--- src/rtl/rom_dl_sequencer.sv ---
// ROM-download sequencer: buffers hps_io bytes in a small FIFO and issues them one at a time
// to the two SDRAM write ports using toggle req/ack handshakes.
module rom_dl_sequencer #(
    parameter logic [24:0] SPR_BASE    = 25'h10000,
    parameter logic [24:0] SPR_END     = 25'h1C000,
    parameter int unsigned FIFO_DEPTH  = 4,
    parameter int unsigned ACK_TIMEOUT = 255
) (
    input  logic        clk,
    input  logic        reset,
    input  logic        ioctl_download,
    input  logic        ioctl_wr,
    input  logic [7:0]  ioctl_index,
    input  logic [24:0] ioctl_addr,
    input  logic [7:0]  ioctl_dout,
    output logic        ioctl_wait,
    output logic        port1_req,
    input  logic        port1_ack,
    output logic [22:0] port1_a,
    output logic [1:0]  port1_ds,
    output logic [15:0] port1_d,
    output logic        port2_req,
    input  logic        port2_ack,
    output logic [22:0] port2_a,
    output logic [1:0]  port2_ds,
    output logic [15:0] port2_d,
    output logic        port_we,
    output logic        cpu_hold,
    output logic        dl_done,
    output logic        ack_err
);

    localparam int unsigned PtrW = (FIFO_DEPTH > 1) ? $clog2(FIFO_DEPTH) : 1;
    localparam int unsigned CntW = PtrW + 1;
    localparam logic [8:0] TimeoutLim = 9'(ACK_TIMEOUT);

    typedef enum logic [1:0] {StIdle, StDecode, StIssue, StWait} state_e;

    state_e state_q, state_d;

    logic            wr_last_q, dl_last_q;
    logic            push, push_ok, pop;
    logic [32:0]     mem_q [FIFO_DEPTH];
    logic [PtrW-1:0] wr_ptr_q, rd_ptr_q;
    logic [CntW-1:0] count_q, count_d;
    logic            fifo_full, fifo_empty;
    logic            wait_q, wait_d;

    logic [32:0]     cur_q, cur_d;
    logic [24:0]     cur_addr, spr_off;
    logic [7:0]      cur_dout;
    logic            sel_q, sel_d;
    logic [7:0]      cnt_q, cnt_d;
    logic            timeout;
    logic            ack_eff, req_sel;

    logic            req1_q, req1_d, req2_q, req2_d;
    logic            ofs1_q, ofs1_d, ofs2_q, ofs2_d;
    logic            ack_err_q, ack_err_d;
    logic [22:0]     p1_a_q, p1_a_d, p2_a_q, p2_a_d;
    logic [1:0]      p1_ds_q, p1_ds_d, p2_ds_q, p2_ds_d;
    logic [15:0]     p1_d_q, p1_d_d, p2_d_q, p2_d_d;
    logic            we_q, we_d;
    logic            hold_q, hold_d;
    logic            done_q, done_d;
    logic            unused_bits;

    // Capture on the rising edge of the strobe only; hps_io may hold ioctl_wr for several cycles.
    assign push       = ioctl_wr & ~wr_last_q & ioctl_download & (ioctl_index == 8'd0);
    assign fifo_full  = (count_q == CntW'(FIFO_DEPTH));
    assign fifo_empty = (count_q == '0);
    assign push_ok    = push & ~fifo_full;

    assign cur_addr = cur_q[32:8];
    assign cur_dout = cur_q[7:0];
    assign spr_off  = cur_addr - SPR_BASE;
    assign unused_bits = ^{spr_off[24], cur_addr[24]};

    assign req_sel = sel_q ? req2_q : req1_q;
    // Offsets absorb acks lost to a timeout so the next handshake lines up again.
    assign ack_eff = sel_q ? (port2_ack ^ ofs2_q) : (port1_ack ^ ofs1_q);
    assign timeout = (({1'b0, cnt_q} + 9'd1) >= TimeoutLim);

    always_comb begin
        count_d = count_q;
        if (push_ok && !pop) begin
            count_d = count_q + CntW'(1);
        end else if (!push_ok && pop) begin
            count_d = count_q - CntW'(1);
        end
    end

    assign wait_d = (count_d >= CntW'(FIFO_DEPTH - 1));

    always_comb begin
        state_d   = state_q;
        pop       = 1'b0;
        cur_d     = cur_q;
        sel_d     = sel_q;
        cnt_d     = cnt_q;
        req1_d    = req1_q;
        req2_d    = req2_q;
        ofs1_d    = ofs1_q;
        ofs2_d    = ofs2_q;
        ack_err_d = ack_err_q;
        p1_a_d    = p1_a_q;
        p1_ds_d   = p1_ds_q;
        p1_d_d    = p1_d_q;
        p2_a_d    = p2_a_q;
        p2_ds_d   = p2_ds_q;
        p2_d_d    = p2_d_q;

        if (ioctl_download && !dl_last_q) begin
            ack_err_d = 1'b0;
        end

        unique case (state_q)
            StIdle: begin
                if (!fifo_empty) begin
                    pop     = 1'b1;
                    cur_d   = mem_q[rd_ptr_q];
                    state_d = StDecode;
                end
            end
            StDecode: begin
                if (cur_addr < SPR_BASE) begin
                    p1_a_d  = cur_addr[23:1];
                    p1_ds_d = {cur_addr[0], ~cur_addr[0]};
                    p1_d_d  = {cur_dout, cur_dout};
                    sel_d   = 1'b0;
                    state_d = StIssue;
                end else if (cur_addr < SPR_END) begin
                    // Sprite ROM is stored as merged 32-bit words: s[14] picks the byte lane.
                    p2_a_d  = {spr_off[23:16], spr_off[13:0], spr_off[15]};
                    p2_ds_d = {spr_off[14], ~spr_off[14]};
                    p2_d_d  = {cur_dout, cur_dout};
                    sel_d   = 1'b1;
                    state_d = StIssue;
                end else begin
                    state_d = StIdle;
                end
            end
            StIssue: begin
                if (sel_q) begin
                    req2_d = ~req2_q;
                end else begin
                    req1_d = ~req1_q;
                end
                cnt_d   = '0;
                state_d = StWait;
            end
            StWait: begin
                if (ack_eff == req_sel) begin
                    state_d = StIdle;
                end else if (timeout) begin
                    ack_err_d = 1'b1;
                    if (sel_q) begin
                        ofs2_d = port2_ack ^ req2_q;
                    end else begin
                        ofs1_d = port1_ack ^ req1_q;
                    end
                    state_d = StIdle;
                end else if (cnt_q != 8'hFF) begin
                    cnt_d = cnt_q + 8'd1;
                end
            end
            default: state_d = StIdle;
        endcase
    end

    assign we_d   = (state_d == StIssue) || (state_d == StWait);
    assign hold_d = ioctl_download | ~fifo_empty | (state_q != StIdle);
    assign done_d = hold_q & ~hold_d;

    always_ff @(posedge clk) begin
        if (push_ok) begin
            mem_q[wr_ptr_q] <= {ioctl_addr, ioctl_dout};
        end
    end

    always_ff @(posedge clk or posedge reset) begin
        if (reset) begin
            state_q   <= StIdle;
            wr_last_q <= 1'b0;
            dl_last_q <= 1'b0;
            wr_ptr_q  <= '0;
            rd_ptr_q  <= '0;
            count_q   <= '0;
            wait_q    <= 1'b0;
            cur_q     <= '0;
            sel_q     <= 1'b0;
            cnt_q     <= '0;
            req1_q    <= 1'b0;
            req2_q    <= 1'b0;
            ofs1_q    <= 1'b0;
            ofs2_q    <= 1'b0;
            ack_err_q <= 1'b0;
            p1_a_q    <= '0;
            p1_ds_q   <= '0;
            p1_d_q    <= '0;
            p2_a_q    <= '0;
            p2_ds_q   <= '0;
            p2_d_q    <= '0;
            we_q      <= 1'b0;
            hold_q    <= 1'b0;
            done_q    <= 1'b0;
        end else begin
            state_q   <= state_d;
            wr_last_q <= ioctl_wr;
            dl_last_q <= ioctl_download;
            if (push_ok) begin
                wr_ptr_q <= wr_ptr_q + PtrW'(1);
            end
            if (pop) begin
                rd_ptr_q <= rd_ptr_q + PtrW'(1);
            end
            count_q   <= count_d;
            wait_q    <= wait_d;
            cur_q     <= cur_d;
            sel_q     <= sel_d;
            cnt_q     <= cnt_d;
            req1_q    <= req1_d;
            req2_q    <= req2_d;
            ofs1_q    <= ofs1_d;
            ofs2_q    <= ofs2_d;
            ack_err_q <= ack_err_d;
            p1_a_q    <= p1_a_d;
            p1_ds_q   <= p1_ds_d;
            p1_d_q    <= p1_d_d;
            p2_a_q    <= p2_a_d;
            p2_ds_q   <= p2_ds_d;
            p2_d_q    <= p2_d_d;
            we_q      <= we_d;
            hold_q    <= hold_d;
            done_q    <= done_d;
        end
    end

    assign ioctl_wait = wait_q;
    assign port1_req  = req1_q;
    assign port1_a    = p1_a_q;
    assign port1_ds   = p1_ds_q;
    assign port1_d    = p1_d_q;
    assign port2_req  = req2_q;
    assign port2_a    = p2_a_q;
    assign port2_ds   = p2_ds_q;
    assign port2_d    = p2_d_q;
    assign port_we    = we_q;
    assign cpu_hold   = hold_q;
    assign dl_done    = done_q;
    assign ack_err    = ack_err_q;

endmodule

--- config.mk ---
export PLATFORM = sky130hd
export DESIGN_NAME = rom_dl_sequencer
export DESIGN_NICKNAME = d
export VERILOG_FILES = /design/src/rtl/rom_dl_sequencer.sv
export SDC_FILE = /design/constraint.sdc
export NUM_CORES = 1
export LEC_CHECK = 0
export ABC_AREA = 1
export ABC_CLOCK_PERIOD_IN_PS = 4500
export BUFFER_PORTS_ARGS = -buffer_cell sky130_fd_sc_hd__buf_2
export CAP_MARGIN = 20
export CORE_MARGIN = 2
export CORE_UTILIZATION = 28
export CTS_CLUSTER_SIZE = 30
export DETAILED_ROUTE_END_ITERATION = 10
export GPL_TIMING_DRIVEN = 1
export PLACE_DENSITY = 0.45
export RECOVER_POWER = 25
export SLEW_MARGIN = 20
export SYNTH_ARGS = -nofsm -noshare
export SYNTH_HDL_FRONTEND = slang
export SYNTH_SLANG_ARGS = --single-unit
export TNS_END_PERCENT = 5
--- constraint.sdc ---
create_clock -name clk -period 4.5 [get_ports clk]
set_input_delay 0.675 -clock clk [delete_from_list [all_inputs] [get_ports clk]]
set_output_delay 0.675 -clock clk [all_outputs]
set_load 0.01 [all_outputs]
==> run_results.csv, run 1 <==
group,metric,value,unit
synthesis,yosysTopAreaCell,"edfxtp_1",
drt,drtIter0Drc,294,
setup_path,crit_path_start,"count_q[0]",
global_route,grt_usage,12.31,%
outcome,violations,"max-capacitance violations, max-slew violations",
drt,wl_per_cell,15.48,um
power_and_ir_drop,clkPwrFrac,32.2,%
die,io_pins,136,
die,core-area,0.03635,mm^2
timing,maxSlewHeadroom,-39.88,%
synthesis,syn_nets,986,
setup_path,r2r_end,"mem_q[2][13]",
timing,slew_viol_final,95,
cells_and_area,layout-area-overhead-vs-synth,19.71,%
setup_path,critPathMaxFanout,17,
synthesis,async_reset_ff_share,49.03,%
die,die_x,195.4,um
cells_and_area,n_antenna_cell,0,
die,fp.dieH,195.4,um
clock_tree,numCtsBuffers,29,
cells_and_area,final_cell_mix,"nand2_1, edfxtp_1, dfrtp_1",
cells_and_area,final_nets,1109,
place,place.gp.congestion,0.7239,
flow_run,maxCapViolCount,1,
timing,min_period,2.318,ns
outcome,status,"complete, but fails checks",
setup_path,worst_setup_path_end_kind,"flip-flop",
clock_tree,clk_pin_slew,0.06,ns
cells_and_area,finish.instance_area,0.01228,mm^2
power_and_ir_drop,sw_frac_of_total,33.26,%
power_and_ir_drop,pwr-share-seq,42.2,%
power_and_ir_drop,power.total,6.896,mW
synthesis,synth_top_area_share,38.64,%
hold_path,worst_hold_path.endpoint,"wr_last_q",
die,start_util,28.22,%
global_route,grt_pass1_wl,37040,um
setup_path,reg2reg_slack,2.18,ns
power_and_ir_drop,p_comb_share,25.6,%
synthesis,synth_flop_cell,"edfxtp_1",
timing,setup_violations,0,
hold_path,hp-start,"ioctl_wr",
timing,hold_violations,0,
cells_and_area,drive_gt1_share,16.39,%
timing,hold_slack,0.2490,ns
hold_path,holdPathStages,1,
clock_tree,cts-root-buf,"clkbuf_16",
die,rows,70,
global_route,grt_pass1_vias,6449,
power_and_ir_drop,powerDensity,561.5,mW/mm^2
clock_tree,cts_hold_buf,0,
synthesis,synth_edf_count,132,
drt,drc,0,
place,placed_cell_area,0.01133,mm^2
power_and_ir_drop,ir_worst_vdd,0.0003036,V
timing,tightest_slew,2.098,ns
setup_path,crit_type,"reg2reg",
setup_path,r2r-start,"count_q[0]",
setup_path,worst_setup_path_start_kind,"flip-flop",
timing,rsz0062_at_grt,"no",
clock_tree,htreeDepth,1,
setup_path,cp.required,4.75,ns
power_and_ir_drop,p_sw,2.293,mW
drt,routed_wirelength,23880,um
setup_path,reg2regPathDepth,8,
place,hpwl,15240,um
power_and_ir_drop,leakage,5.205,nW
global_route,grt_max_degree,95,
synthesis,ys_ff_latch,259,
drt,dr.pass1.iters,4,
clock_tree,cts_sinks,259,
place,numPortBuffers,135,
clock_tree,clock_latency,0.55,ns
drt,num_vias,6682,
clock_tree,cts_resized,0,
synthesis,synth.area.top_cells,"edfxtp_1, dfrtp_1, nand2_1",
clock_tree,cts_buffer_depth,3,
power_and_ir_drop,p_int,4.603,mW
global_route,grt_overflow,0,
timing,final.period_utilization,51.51,%
global_route,antenna_found_initial,1,
synthesis,ys_types,29,
synthesis,synthCells,929,
timing,tns,0,ns
synthesis,synth.cell_area,0.01026,mm^2
drt,ant_nets,0,
cells_and_area,layout_commonest_cell,"nand2_1",
clock_tree,cts_setup_buffers,0,
timing,fin_skew,0.01863,ns
timing,fmax,431.5,MHz
setup_path,cp.arrival,2.56,ns
clock_tree,cts_tree,"done",
synthesis,avgSynthCellArea,11.04,um^2
synthesis,ys_warn_count,0,
die,die_area,0.03819,mm^2
hold_path,hp-class,"in2reg",
drt,viasPerCell,4.333,
synthesis,yosysSeqAreaShare,69.62,%
[worst max path at each step]
stage	endpoint	slack [ns]	cells after the start
2_1_floorplan	ack_err	0.44	1
3_5_place_dp	mem_q[0][2]	1.64	5
3_3_place_gp	mem_q[0][0]	1.67	5
4_1_cts	mem_q[0][13]	1.88	7
5_1_grt	mem_q[2][14]	1.93	8
6_report	mem_q[2][13]	2.18	8
[worst max-delay path, cell delays in order, from the launching register on]
cell and delay, ns:
dfrtp_1 0.36, inv_1 0.08, ha_1 0.23, nand2_1 0.07
nand2_1 0.06, nor3_2 0.16, nand2_2 0.25, nor2_4 0.56
buf_16 0.24
[per-stage QoR]
step                      util (%)  setup WS (ns)  cells
after CTS                    33.61          1.877   1538
after floorplan                  -         0.4407    929
after detailed placement     31.17          1.637   1485
final                        33.79          2.182   1542
after global placement       31.17          1.674   1485
after global routing         33.79          1.927   1542
[flip-flops by register name, summed over array words and instances (netlist names), 2 cells and up]
name and count:
wr_ptr_q 2, count_q 3, mem_q 132, rd_ptr_q 2, port2_d 8, cnt_q 8
port1_ds 2, port1_d 8, cur_q 33, port1_a 23, port2_ds 2, state_q 2
port2_a 23
[power by group through the flow]
stage	logic, mW	registers (mW)	clock network [mW]
after floorplan	1.20	2.97	0
after global placement	1.80	2.96	0
after detailed placement	1.81	2.96	0
after CTS	1.82	2.92	2.29
after global routing	2.03	2.95	2.38
final	1.76	2.91	2.22
[per-layer routing]
metal  GRT usage (%)  share of wire (%)  vias to the layer above
met5               0              0.046                        -
met1           17.33                 49                     3167
met2           19.51                 44                      121
met4           3.251                2.2                        2
li1                -                  -                     3352
met3           2.314                4.7                       40
[synthesized netlist by cell type, types with 5 or more instances]
| cell | number |
|---|---|
| nand2_1 | 153 |
| edfxtp_1 | 132 |
| nor2_1 | 128 |
| dfrtp_1 | 127 |
| o21ai_0 | 93 |
| inv_1 | 74 |
| o21ai_1 | 56 |
| o22ai_1 | 27 |
| nand3_1 | 24 |
| clkbuf_1 | 22 |
| buf_4 | 16 |
| buf_2 | 15 |
| ha_1 | 10 |
| inv_2 | 9 |
| a31oi_1 | 6 |
| xnor2_1 | 6 |
| nand4_1 | 5 |
[logic make-up after synthesis]
logic type / Yosys count / share of synthesized area (%)
fa+ha+maj: 10 / 1.220
buf+inv: 136 / 5.745
xor+xnor: 10 / 0.8537
compound gates: 191 / 9.855
flops: 259 / 69.62
simple gates: 323 / 12.71
[area by class of cell]
class,count,area (um^2)
fillers,3662,24070
inverters,83,316.6
repair buffers,145,779.5
multi-input cells,534,2567
flip-flops and latches,259,7143
clock inverters,15,128.9
well taps,468,585.6
clock buffers,38,759.5
Power figures use the tool's default switching activity.
==> run 2, diff against run 1 <==
--- a/config.mk
+++ b/config.mk
@@ -6,7 +6,7 @@
 export NUM_CORES = 1
 export LEC_CHECK = 0
 export ABC_AREA = 1
-export ABC_CLOCK_PERIOD_IN_PS = 4500
+export ABC_CLOCK_PERIOD_IN_PS = 1900
 export BUFFER_PORTS_ARGS = -buffer_cell sky130_fd_sc_hd__buf_2
 export CAP_MARGIN = 20
 export CORE_MARGIN = 2
@@ -14,7 +14,7 @@
 export CTS_CLUSTER_SIZE = 30
 export DETAILED_ROUTE_END_ITERATION = 10
 export GPL_TIMING_DRIVEN = 1
-export PLACE_DENSITY = 0.45
+export PLACE_DENSITY = 0.46
 export RECOVER_POWER = 25
 export SLEW_MARGIN = 20
 export SYNTH_ARGS = -nofsm -noshare
==> constraint.sdc (replaced) <==
create_clock -name clk -period 1.9 [get_ports clk]
set_input_delay 0.285 -clock clk [delete_from_list [all_inputs] [get_ports clk]]
set_output_delay 0.285 -clock clk [all_outputs]
set_load 0.01 [all_outputs]
==> run_results.csv, run 2 (synthesis gave the netlist of run 1 again) <==
group,metric,value,unit
timing,tightest_slew,0.8729,ns
place,hpwl,16040,um
drt,routed_wirelength,24740,um
cells_and_area,top_register,"mem_q",
timing,tns,0,ns
outcome,status,"finished, final reports clean",
global_route,grt_pass1_wl,38920,um
setup_path,worst_setup_path_end_kind,"flip-flop",
timing,final.period_utilization,98.96,%
clock_tree,cts_tree,"done",
clock_tree,numCtsBuffers,29,
timing,hold_violations,0,
clock_tree,clock_latency,0.53,ns
drt,dr.pass1.iters,5,
setup_path,cp.arrival,2.13,ns
setup_path,cp-endpoint,"mem_q[2][11]",
setup_path,critPathMaxFanout,6,
place,placed_cell_area,0.01165,mm^2
setup_path,cp.required,2.15,ns
power_and_ir_drop,power.total,16.96,mW
die,core-area,0.03635,mm^2
timing,hold_slack,0.1295,ns
global_route,grt_pass1_vias,6888,
global_route,grt_usage,12.81,%
hold_path,holdPathStages,1,
setup_path,reg2regPathDepth,9,
power_and_ir_drop,leakage,5.552,nW
cells_and_area,n_antenna_cell,0,
place,place.gp.congestion,0.7597,
setup_path,cp_common_cell,"nand2_2",
power_and_ir_drop,pwr-share-seq,40.7,%
drt,viasPerCell,4.320,
cells_and_area,final_nets,1171,
drt,ant_nets,0,
power_and_ir_drop,p_comb_share,27.4,%
place,numPortBuffers,135,
global_route,grt_overflow,0,
cells_and_area,layout-area-overhead-vs-synth,27.04,%
timing,maxSlewHeadroom,41.81,%
cells_and_area,reg.largest.list,"mem_q: 132 flops, cur_q: 33 flops",
setup_path,r2r-start,"count_q[1]",
die,rows,70,
die,start_util,28.22,%
flow_run,maxCapViolCount,0,
die,io_pins,136,
drt,num_vias,6930,
die,die_area,0.03819,mm^2
drt,drc,0,
clock_tree,cts_buffer_depth,3,
power_and_ir_drop,p_int,11.39,mW
timing,fmax,531.8,MHz
setup_path,crit_type,"reg2reg",
cells_and_area,drive_gt1_share,18.84,%
drt,wl_per_cell,15.42,um
global_route,antenna_found_initial,0,
setup_path,cp_cell_sequence,"inv_2 > ha_4 > nand2_2 > nand2_2 > nor3_4 > nand2_4 > nor2_4 > buf_12 > clkbuf_16",
timing,min_period,1.880,ns
timing,setup_violations,0,
clock_tree,cts_sinks,259,
setup_path,reg2reg_slack,0.02,ns
hold_path,hp-class,"in2reg",
timing,fin_skew,0.009929,ns
timing,rsz0062_at_grt,"yes",
cells_and_area,largest_reg_flops,132,
die,fp.dieH,195.4,um
setup_path,crit_path_start,"count_q[1]",
drt,drtIter0Drc,437,
setup_path,r2r_end,"mem_q[2][11]",
setup_path,worst_setup_path_start_kind,"flip-flop",
power_and_ir_drop,sw_frac_of_total,32.86,%
power_and_ir_drop,p_sw,5.572,mW
cells_and_area,layout_commonest_cell,"nand2_1",
setup_path,cp_slowest_cell,"dfrtp_1",
power_and_ir_drop,powerDensity,1301,mW/mm^2
setup_path,slowest_delay,0.38,ns
cells_and_area,finish.instance_area,0.01303,mm^2
global_route,grt_max_degree,68,
clock_tree,cts-root-buf,"clkbuf_16",
clock_tree,htreeDepth,1,
clock_tree,clk_pin_slew,0.06,ns
timing,slew_viol_final,0,
power_and_ir_drop,clkPwrFrac,31.9,%
cells_and_area,final_cell_mix,"nand2_1, edfxtp_1, dfrtp_1",
die,die_x,195.4,um
power_and_ir_drop,ir_worst_vdd,0.0007386,V
[run 2: cell count changes in the layout (fill, tap and decap cells not counted), moves of 3 or more]
| cell | previous run | this run |
|---|---|---|
| inv_2 | 8 | 11 |
| buf_4 | 6 | 18 |
| buf_16 | 3 | 0 |
| buf_12 | 1 | 14 |
| clkbuf_1 | 44 | 40 |
| dlygate4sd3_1 | 0 | 35 |
[run 2: critical path, delay by kind of cell, from the launching register on]
family	cells	cell delay, ns
and+or+nand+nor	5	0.68
DFF	1	0.38
buffers and inverters	3	0.36
adders and majority gates	1	0.16
[run 2: stage by stage]
stage	utilization, %	setup slack (ns)	instances
floorplan	-	-0.9654	929
global placement	32.05	0.04612	1508
detailed placement	32.05	0.02385	1508
CTS	35.55	0.04010	1596
global route	35.86	-0.03398	1604
finish	35.86	0.01967	1604
[run 2: power by group through the flow]
stage	clock [mW]	combinational [mW]	sequential, mW
2_1_floorplan	0	2.85	7.04
3_3_place_gp	0	4.54	7.00
3_5_place_dp	0	4.57	7.01
4_1_cts	5.57	4.64	6.90
5_1_grt	5.80	5.29	6.98
6_report	5.41	4.64	6.91
[run 2: cell type report]
type,instances,area [um^2]
multi-input cells,534,2596
fillers,3598,23310
clock buffers,35,748.2
repair buffers,207,1476
flip-flops and latches,259,7144
inverters,83,312.8
well taps,468,585.6
clock inverters,18,168.9
[run 2: repair_timing]
| action | 4_1_cts | 5_1_grt |
|---|---|---|
| hold buffers | 35 | 0 |
| resized for setup | 1 | 11 |
| setup buffers | 0 | 5 |
| cloned | 0 | 3 |
| pin swaps | 0 | 3 |
| setup endpoints to repair | 9 | 144 |
| endpoints found under the hold margin | 186 | 0 |
[run 2: worst min-delay path by stage]
| stage | from | end |
|---|---|---|
| 5_1_grt | ioctl_addr[14] | mem_q[2][22] |
| 2_1_floorplan | ioctl_download | dl_last_q |
| 3_5_place_dp | reset | port1_a[22] |
| 3_3_place_gp | reset | port1_a[22] |
| 4_1_cts | ioctl_addr[14] | mem_q[2][22] |
| 6_report | ioctl_addr[14] | mem_q[2][22] |
[run 2: metal layers]
metal	global-route usage (%)	vias to the layer above	part of all wire [%]
li1	-	3480	-
met1	18.81	3295	51
met2	19.95	130	44
met3	2.107	25	4.1
met4	2.686	0	1.4
met5	0	-	0
==> run 3, diff against run 2 <==
--- a/config.mk
+++ b/config.mk
@@ -5,16 +5,17 @@
 export SDC_FILE = /design/constraint.sdc
 export NUM_CORES = 1
 export LEC_CHECK = 0
-export ABC_AREA = 1
+export ABC_AREA = 0
 export ABC_CLOCK_PERIOD_IN_PS = 1900
 export BUFFER_PORTS_ARGS = -buffer_cell sky130_fd_sc_hd__buf_2
 export CAP_MARGIN = 20
-export CORE_MARGIN = 2
+export CELL_PAD_IN_SITES_DETAIL_PLACEMENT = 2
+export CELL_PAD_IN_SITES_GLOBAL_PLACEMENT = 2
 export CORE_UTILIZATION = 28
 export CTS_CLUSTER_SIZE = 30
 export DETAILED_ROUTE_END_ITERATION = 10
 export GPL_TIMING_DRIVEN = 1
-export PLACE_DENSITY = 0.46
+export PLACE_DENSITY = 0.6
 export RECOVER_POWER = 25
 export SLEW_MARGIN = 20
 export SYNTH_ARGS = -nofsm -noshare
==> run_results.csv, run 3 <==
group,metric,value,unit
global_route,grt_util_met1,18.25,%
cells_and_area,layout-area-overhead-vs-synth,29.34,%
synthesis,synth.cell_area,0.01012,mm^2
die,core-area,0.03557,mm^2
cells_and_area,stdcell_count,1353,
drt,viasPerCell,4.435,
clock_tree,cts-root-buf,"clkbuf_16",
cells_and_area,layout_commonest_cell,"edfxtp_1",
clock_tree,numCtsBuffers,29,
global_route,antenna_found_initial,1,
clock_tree,htreeDepth,1,
timing,slew_viol_final,0,
clock_tree,cts_sinks,259,
global_route,met2_usage,22.48,%
power_and_ir_drop,powerDensity,1434,mW/mm^2
synthesis,synth_edf_count,132,
timing,setup_violations,62,
setup_path,crit_family,"simple AND/OR/NAND/NOR gates",
synthesis,synth_most_common_cell,"edfxtp_1",
die,rows,69,
hold_path,hp-class,"in2reg",
global_route,grt_pass1_vias,6602,
power_and_ir_drop,leakage,5.550,nW
timing,hold_slack,0.1451,ns
setup_path,cp.arrival,2.51,ns
setup_path,path_depth,6,
setup_path,r2r_end,"port2_d[12]",
timing,fin_skew,0.01132,ns
drt,drtIter0Drc,154,
synthesis,ys_warn_count,0,
cells_and_area,final_nets,926,
setup_path,crit_path_start,"cur_q[25]",
setup_path,worst_setup_path_start_kind,"flip-flop",
place,place.gp.congestion,0.7776,
timing,hold_violations,0,
drt,dr.pass1.iters,4,
outcome,status,"complete, but fails checks",
global_route,grt_usage,13.45,%
power_and_ir_drop,power.total,18.77,mW
setup_path,reg2regPathDepth,6,
synthesis,ys_types,52,
place,dp_worst_setup_slack,-0.2074,ns
cells_and_area,top_register,"mem_q",
timing,tightest_slew,0.7698,ns
synthesis,avgSynthCellArea,15.70,um^2
clock_tree,cts_tree,"done",
drt,ant_nets,0,
synthesis,async_reset_ff_share,49.03,%
synthesis,yosysSeqAreaShare,70.55,%
drt,drc,0,
timing,final.period_utilization,110.0,%
setup_path,critPathMaxFanout,24,
setup_path,cp_num_buf_inv,1,
timing,worst_slack,-0.1909,ns
timing,min_period,2.091,ns
setup_path,crit_type,"reg2reg",
die,start_util,28.46,%
setup_path,cp.required,2.31,ns
die,io_pins,136,
timing,maxSlewHeadroom,48.40,%
global_route,grt_pass1_wl,38500,um
place,hpwl,16580,um
synthesis,synth_top_area_share,39.15,%
cells_and_area,largest_reg_flops,132,
synthesis,synth_common_cells,"edfxtp_1, dfrtp_1, nand2_1",
synthesis,syn_nets,702,
cells_and_area,final_cell_mix,"edfxtp_1, dfrtp_1, nand2_1",
synthesis,ys_ff_latch,259,
hold_path,holdPathStages,3,
drt,num_vias,6000,
cells_and_area,reg.largest.list,"mem_q: 132 flops, cur_q: 33 flops",
timing,tns,-6.263,ns
outcome,violations,"negative setup slack",
setup_path,r2r-start,"cur_q[25]",
global_route,use_met3,2.083,%
flow_run,maxCapViolCount,0,
clock_tree,cts_buffer_depth,3,
drt,routed_wirelength,24410,um
setup_path,slowest_delay,0.55,ns
setup_path,cp_slowest_cell,"or4_4",
timing,rsz0062_at_grt,"yes",
setup_path,cp-endpoint,"port2_d[12]",
die,die_area,0.03692,mm^2
setup_path,reg2reg_slack,-0.19,ns
global_route,grt_max_degree,53,
drt,wl_per_cell,18.04,um
power_and_ir_drop,ir_worst_vdd,0.0007306,V
synthesis,synth_flop_cell,"edfxtp_1",
synthesis,synthCells,645,
clock_tree,clk_pin_slew,0.06,ns
cells_and_area,drive_gt1_share,34.90,%
global_route,busiest_layer,"met2",
clock_tree,clock_latency,0.54,ns
synthesis,yosysTopAreaCell,"edfxtp_1",
setup_path,worst_setup_path_end_kind,"flip-flop",
place,placedCellCount,1260,
synthesis,synth.area.top_cells,"edfxtp_1, dfrtp_1, mux4_2",
global_route,grt_overflow,0,
place,numPortBuffers,135,
die,fp.dieH,192.1,um
die,die_x,192.1,um
timing,fmax,478.3,MHz
setup_path,cp_cell_sequence,"or4_4 > a31oi_1 > nand2_1 > a21oi_4 > buf_12 > mux2_2",
run 3: metrics by stage:
stage               cell area, um^2  utilization, %
floorplan                     10130               -
global placement              11750           33.04
detailed placement            11750           33.04
CTS                           13120           36.88
global route                  13090           36.81
finish                        13090           36.81
run 3: tightest hold or removal path: cells and delay by family:
kind            cells  cell delay, ns
buf+inv             1            0.09
xor+xnor            1            0.16
compound gates      1            0.10
run 3: final cells by class:
type	count	area, um^2
Tap cell	461	576.8
Clock buffer	42	794.5
Antenna cell	1	2.502
Fill cell	3576	22480
Multi-Input combinational cell	325	2784
Clock inverter	11	80.08
Timing Repair Buffer	235	1639
Sequential cell	259	7144
Inverter	19	72.57
run 3: timing repair:
| action | CTS | global route |
|---|---|---|
| pin swaps | 7 | 1 |
| buffers inserted | 3 | 0 |
| endpoints found under the hold margin | 145 | 0 |
| gates resized for setup | 26 | 7 |
| hold buffers | 36 | 0 |
| endpoints found under the setup margin | 69 | 71 |
run 3: how the worst min path moves through the flow:
stage | from | to
detailed placement | reset | port1_d[12]
CTS | port2_ack | ofs2_q
global placement | reset | port1_d[12]
floorplan | ioctl_download | dl_last_q
finish | port2_ack | ofs2_q
global route | port2_ack | ofs2_q
run 3: power breakdown:
part	internal [mW]	switching, mW	total, mW
logic	2.75	3.13	5.88
registers	6.93	0.792	7.72
clock network	3.02	2.16	5.17
total	12.7	6.07	18.8
run 3: kinds of logic (layout without fill, tap and decap cells):
logic type / after synthesis / after routing / share of synthesized area (%)
AOI/OAI and AO/OA: 38 / 38 / 2.769
DFF: 259 / 259 / 70.55
buffers and inverters: 61 / 307 / 3.139
muxes: 86 / 86 / 13.18
other: 0 / 1 / 0
adders and majority gates: 12 / 12 / 1.434
xor gates and xnor gates: 13 / 13 / 1.125
and+or+nand+nor: 176 / 176 / 7.811
run 3: routing by layer:
layer	share of wire [%]	routed length, um	vias to the layer above
met5	0	0	-
met1	46	11290	3097
met2	48	11750	119
met4	1.8	434	0
li1	-	-	2759
met3	3.9	948	25
